===== src/rtl/cordic_single_stage.sv =====
// -----------------------------------------------------------------------------
// cordic_single_stage
//
// One registered micro-rotation of a rotation-mode CORDIC in signed Qm.n fixed
// point. A parent pipeline chains these stages, feeding stage k the constants
// i = k and atan = atan(2^-k). Gain (K) compensation is the parent's job.
//
// Direction d = +1 when z_in >= 0, otherwise d = -1:
//   d=+1: x_out <= x_in - (y_in>>>i); y_out <= y_in + (x_in>>>i); z_out <= z_in - atan
//   d=-1: x_out <= x_in + (y_in>>>i); y_out <= y_in - (x_in>>>i); z_out <= z_in + atan
//
// Ports (W = m + n):
//   clk    in   1            rising-edge clock
//   rst    in   1            synchronous active-high reset, zeroes all outputs
//   x_in   in   W  signed    x coordinate
//   y_in   in   W  signed    y coordinate
//   z_in   in   W  signed    residual angle (radians)
//   i      in   iter_length  shift amount / iteration index
//   atan   in   W  signed    atan(2^-i)
//   x_out  out  W  signed    registered rotated x
//   y_out  out  W  signed    registered rotated y
//   z_out  out  W  signed    registered residual angle
//
// Latency is exactly one cycle; throughput one sample per cycle.
//
// Build option: define CORDIC_STAGE_SAT_EN to saturate each add/subtract
// result to the W-bit signed range instead of wrapping modulo 2^W.
// -----------------------------------------------------------------------------
module cordic_single_stage #(
  parameter int m           = 6,
  parameter int n           = 10,
  parameter int iter_length = 4
) (
  input  logic                    clk,
  input  logic                    rst,
  input  logic signed [m+n-1:0]   x_in,
  input  logic signed [m+n-1:0]   y_in,
  input  logic signed [m+n-1:0]   z_in,
  input  logic [iter_length-1:0]  i,
  input  logic signed [m+n-1:0]   atan,
  output logic signed [m+n-1:0]   x_out,
  output logic signed [m+n-1:0]   y_out,
  output logic signed [m+n-1:0]   z_out
);

  localparam int W = m + n;

  // Arithmetic right shift by a run-time amount. Any shift of W or more
  // collapses to pure sign bits (0 or -1).
  function automatic logic [W-1:0] ashr(input logic [W-1:0] v,
                                        input logic [iter_length-1:0] sh);
    logic [W-1:0] r;
    if (int'(sh) >= W) begin
      r = {W{v[W-1]}};
    end else begin
      r = $signed(v) >>> sh;
    end
    return r;
  endfunction

  // W-bit add (sub=0) or subtract (sub=1). Subtraction is a + ~b + 1, so the
  // overflow test looks at the sign of the inverted operand.
  function automatic logic [W-1:0] addsub(input logic [W-1:0] a,
                                          input logic [W-1:0] b,
                                          input logic         sub);
    logic [W-1:0] bb;
    logic [W-1:0] r;
`ifdef CORDIC_STAGE_SAT_EN
    logic         ovf;
`endif
    bb = sub ? ~b : b;
    r  = a + bb + {{(W-1){1'b0}}, sub};
`ifdef CORDIC_STAGE_SAT_EN
    // Overflow only when both operands share a sign the result lacks.
    ovf = (a[W-1] == bb[W-1]) && (r[W-1] != a[W-1]);
    if (ovf) begin
      r = a[W-1] ? {1'b1, {(W-1){1'b0}}} : {1'b0, {(W-1){1'b1}}};
    end else begin
      r = r;
    end
`endif
    return r;
  endfunction

  logic         d_neg;
  logic [W-1:0] xs;
  logic [W-1:0] ys;
  logic [W-1:0] x_d, y_d, z_d;
  logic [W-1:0] x_q, y_q, z_q;

  // Next-state datapath: direction, barrel shifts and the three add/subtracts.
  always_comb begin
    d_neg = z_in[W-1];
    xs    = ashr(x_in, i);
    ys    = ashr(y_in, i);
    x_d   = addsub(x_in, ys,   ~d_neg);
    y_d   = addsub(y_in, xs,    d_neg);
    z_d   = addsub(z_in, atan, ~d_neg);
  end

  // Output registers; reset wins over any sample presented on the same edge.
  always_ff @(posedge clk) begin
    if (rst) begin
      x_q <= {W{1'b0}};
      y_q <= {W{1'b0}};
      z_q <= {W{1'b0}};
    end else begin
      x_q <= x_d;
      y_q <= y_d;
      z_q <= z_d;
    end
  end

  assign x_out = x_q;
  assign y_out = y_q;
  assign z_out = z_q;

endmodule


===== config.mk =====
export PLATFORM = sky130hd
export DESIGN_NAME = cordic_single_stage
export DESIGN_NICKNAME = d
export VERILOG_FILES = /design/src/rtl/cordic_single_stage.sv
export SDC_FILE = /design/constraint.sdc
export NUM_CORES = 1
export LEC_CHECK = 0
export CAP_MARGIN = 0
export CORE_UTILIZATION = 46
export DETAILED_ROUTE_END_ITERATION = 8
export PLACE_DENSITY = 0.71
export RECOVER_POWER = 25
export SLEW_MARGIN = 20
export SYNTH_ARGS = -nofsm -noshare
export SYNTH_HDL_FRONTEND = slang
export SYNTH_SLANG_ARGS = --single-unit

===== constraint.sdc =====
create_clock -name clk -period 13.33 [get_ports clk]
set_input_delay 2.666 -clock clk [delete_from_list [all_inputs] [get_ports clk]]
set_output_delay 2.666 -clock clk [all_outputs]
set_load 0.02 [all_outputs]

# [Word level (Yosys, flattened, before mapping)]
# Index checks and enable logic that the tools add are counted.
[word_totals] register_bits=48 output_inout_bits=48 elab_cells=18
[classes] n_addsub=6 n_shift=2 muxes=3 bitwise_logic=4
[ops] op="16-bit by 1-bit adder with 16-bit output" count=3
[ops] op="16-bit adder" count=3
[ops] op="16-bit two-way mux" count=3
[ops] op="16-bit NOT" count=3
[ops] op="16-bit by 4-bit >>> shifter with 16-bit output" count=2
[ops] op="1-bit NOT" count=1

# [Longest topological paths before layout]
[depth] depth_word=5 ltp_mapped=19

# [Least setup slack after synthesis]
# Ideal clock, no wire load.
[synth_timing] path_kind="input to register" start="input port i[0]" end="register y_q[14] (netlist: y_out[14])" setup_ns=0.123 t_arrival_ns=6.629 required_time_ns=13.207 setup_slack_ns=6.577 stages=17 cell_sequence="clkbuf_1 > buf_1 > mux2_2 > o21ai_0 > mux2i_1 > a21oi_1 > xnor2_1 > fa_1 > a21o_1 > a21oi_1 > nor2b_1 > o21a_1 > o22a_1 > a2111oi_0 > o21bai_1 > a31oi_1 > mux2_1"
[synth_via] elab_chain_len=5
[synth_lines] element="start: declaration" line_no="39" rtl="input logic [iter_length-1:0] i,"
[synth_lines] element="16-bit by 4-bit >>> shifter with 16-bit output (*)" line_no="56" rtl="r = $signed(v) >>> sh;"
[synth_lines] element="16-bit NOT" line_no="71" rtl="bb = sub ? ~b : b;"
[synth_lines] element="16-bit two-way mux (*)" line_no="71"
[synth_lines] element="16-bit adder (*)" line_no="72" rtl="r = a + bb + {{(W-1){1'b0}}, sub};"
[synth_lines] element="16-bit by 1-bit adder with 16-bit output (*)" line_no="72"
[synth_lines] element="end signal: assignment" line_no="105" rtl="y_q <= {W{1'b0}};"
[synth_lines] element="end signal: assignment" line_no="109" rtl="y_q <= y_d;"
[synth_lines] element="end: declaration" line_no="89" rtl="logic [W-1:0] x_q, y_q, z_q;"
# Every way passes the cells marked *; elsewhere a longest branch is shown, timed or not.
# A chain may end at the register's enable or synchronous reset.

# [Worst setup path in the final report]
[layout_timing] start="input port i[2]" end="register y_q[14] (netlist: y_out[14])"
# The elaborated chain is that of the path after synthesis.

==> results.sh <==
export IMPL_status="finished with violations"
export IMPL_violations="max-capacitance violations, max-slew violations"
export IMPL_diodes=0
export IMPL_die_x_um=107
export IMPL_core_um2=10500
export IMPL_synth_compound_area_frac=0.174
export IMPL_hold_violations=0
export IMPL_startpoint_type="input port"
export IMPL_crit_path_top_delay_cell="mux4_1"
export IMPL_avgViaCountPerCell=5.65
export IMPL_synth_warnings=0
export IMPL_p_leak_uw=0.00270
export IMPL_cp_depth=16
export IMPL_die_area_um2=11400
export IMPL_synth_avg_cell_area_um2=8.70
export IMPL_postCtsSetupRepairBufs=0
export IMPL_worstPathCellList="clkdlybuf4s50_1, buf_4, mux4_1, mux2i_1, mux2i_1, mux2_2, fa_1, a21o_1, a21oi_1, nor2b_1, o21a_1, o22a_1, a2111oi_0, o21bai_1, a31oi_1, mux2_1"
export IMPL_critPathMaxStageDelay_ns=0.63
export IMPL_cp_data_arrival_time_ns=7.24
export IMPL_h_tree_depth=2
export IMPL_crit_start="i[2]"
export IMPL_area_delta_synth_final_pct=26.6
export IMPL_ys_seq_elements=48
export IMPL_ys_top_cells_by_count="nor2_1, xnor2_1, dfxtp_1"
export IMPL_wl_um=13400
export IMPL_cp_required_ns=13.53
export IMPL_path_buf_inv=2
export IMPL_timing_final_crit_share=0.529
export IMPL_cp_top_family="multiplexers"
export IMPL_path_common_cell="mux2i_1"
export IMPL_async_flop_share=0
export IMPL_grt_pass1_wl_um=22000
export IMPL_fmax_mhz=142
export IMPL_die_height_um=107
export IMPL_worst_slew_pin_transition_ns=2.09
export IMPL_wire_per_inst_um=16.4
export IMPL_tritoncts="done"
export IMPL_synth_top_cell_by_area="dfxtp_1"
export IMPL_syn_cell_area_um2=5060
export IMPL_grt_pass1_vias=4513
export IMPL_regArea_um2=961
export IMPL_ys_dominant_reg_cell="dfxtp_1"
export IMPL_cts_buffers=5
export IMPL_yosysSeqAreaShare=0.190
export IMPL_io_pins=118
export IMPL_max_cap_violations=1
export IMPL_rsz0062_at_grt="false"
export IMPL_layout_nets=796
export IMPL_power_density_nw_per_um2=108
export IMPL_grt_util_all_layers=0.241
export IMPL_grt_overflow=0
export IMPL_place_gp_congestion=0.905
export IMPL_vias=4608
export IMPL_p_total_uw=689
export IMPL_ctsHoldBuffers=0
export IMPL_antenna_left=0
export IMPL_ys_top_cells_by_area="dfxtp_1, ha_1, xnor2_1"
export IMPL_drc_errors=0
export IMPL_synthXorXnorAreaFrac=0.140
export IMPL_synth_top_family_by_area="multiplexers"
export IMPL_synthDistinctLibCells=54
export IMPL_crit_type="input port to flip-flop"
export IMPL_port_buffer_count=117
export IMPL_rows=37
export IMPL_slew_headroom=-0.394
export IMPL_cts_root_buf="clkbuf_8"
export IMPL_syn_nets=699
export IMPL_dp_hpwl_um=10400
export IMPL_drive_gt1_frac=0.0853
export IMPL_synth_edf_count=0
export IMPL_finalNonFillerCells=816
export IMPL_post_cts_resize_count=0
export IMPL_antenna_found_initial=0
export IMPL_yosysMostFrequentCell="nor2_1"
export IMPL_synth_fa_ha_area_frac=0.121
export IMPL_ir_drop_v=0.0000524
export IMPL_nFillCells=920
export IMPL_hold_path_class="input port to flip-flop"
export IMPL_drt_pass1_iterations=4
export IMPL_setup_tns_ns=0
export IMPL_cts_sinks=48
export IMPL_worstPathMaxFanout=37
export IMPL_grt_max_degree=52
export IMPL_yosys_area_share_simple=0.147
export IMPL_clk_pin_slew_ns=0.09
export IMPL_multi_input_comb_area_um2=3930
export IMPL_setup_viol=0
export IMPL_drtIter0Drc=265
export IMPL_yosys_area_top_type_share=0.190
export IMPL_min_period_ns=7.05
export IMPL_start_util=0.482
export IMPL_final_max_slew_violation_count=52
export IMPL_critPathCaptureType="flip-flop"
export IMPL_muxShareOfSynthArea=0.194
export IMPL_cts_buffer_depth=2
export IMPL_synthCells=582
export IMPL_crit_end="y_out[14]$_SDFF_PP0_"
export IMPL_placedCellCount=808
-- through the flow --
| stage | hold WS, ns | utilization | setup WS [ns] | area (um2) |
|---|---|---|---|---|
| after global routing | 3.00 | 0.610 | 5.99 | 6410 |
| final | 3.00 | 0.610 | 6.28 | 6410 |
| after floorplan | 2.81 | - | 6.58 | 5060 |
| after global placement | 3.27 | 0.598 | 6.16 | 6290 |
| after CTS | 2.96 | 0.610 | 6.33 | 6410 |
| after detailed placement | 3.29 | 0.598 | 6.08 | 6290 |
-- placed cells by master (no fill, tap or decap), drive strengths merged, types with 8 or more instances in the layout --
cell and count:
o21bai 8, dlygate4sd3 23, ha 44, a21oi 34, clkdlybuf4s50 91, inv 12
xnor2 51, nor2b 11, dfxtp 48, mux2i 28, nand2b 10, mux4 22
o21ai 41, mux2 16, nor2 66, xor2 30, a21o 20, nand2 36
-- routing by layer --
layer	up-vias	track usage	share of wire
li1	2272	-	-
met5	-	0	0
met2	171	0.405	0.47
met4	0	0.0646	0.017
met1	2147	0.316	0.44
met3	18	0.0468	0.075
-- tightest hold or removal path, stage by stage --
cell             delay, ns
clkdlybuf4s50_1       0.43
nand2b_1              0.08
a21oi_1               0.07
-- cells by family (layout without fill, tap and decap cells) --
kind of cell    Yosys count  count (layout)
compound gates          136             136
xor+xnor                 81              81
fa+ha+maj                47              47
buf+inv                  43             141
flops                    48              48
mux                      66              66
simple gates            161             161
-- registers in the layout (all words and copies together), names as in the netlist --
register / cells
x_out: 16
y_out: 16
z_out: 16
-- worst min-delay path by stage --
stage                 start                    to  slack, ns  depth (start not counted)
floorplan           y_in[0]   y_out[0]$_SDFF_PP0_       2.81                          2
global placement    z_in[0]   z_out[0]$_SDFF_PP0_       3.27                          3
detailed placement      rst  z_out[13]$_SDFF_PP0_       3.29                          2
CTS                     rst   y_out[6]$_SDFF_PP0_       2.96                          2
global route        z_in[0]   z_out[0]$_SDFF_PP0_       3.00                          3
finish              z_in[0]   z_out[0]$_SDFF_PP0_       3.00                          3
-- layout make-up --
cell class / instances / area share
Timing Repair Buffer: 121 / 0.185
Clock inverter: 2 / 0.00605
Tap cell: 136 / 0.0266
Inverter: 12 / 0.00703
Sequential cell: 48 / 0.150
Clock buffer: 6 / 0.0129
Multi-Input combinational cell: 491 / 0.613
-- power by group --
group | internal (uW) | switching [uW]
Clock | 61.4 | 51.1
Combinational | 187 | 207
Sequential | 175 | 7.25
Total | 424 | 265
Note: power is estimated with default switching activity, not from simulation.
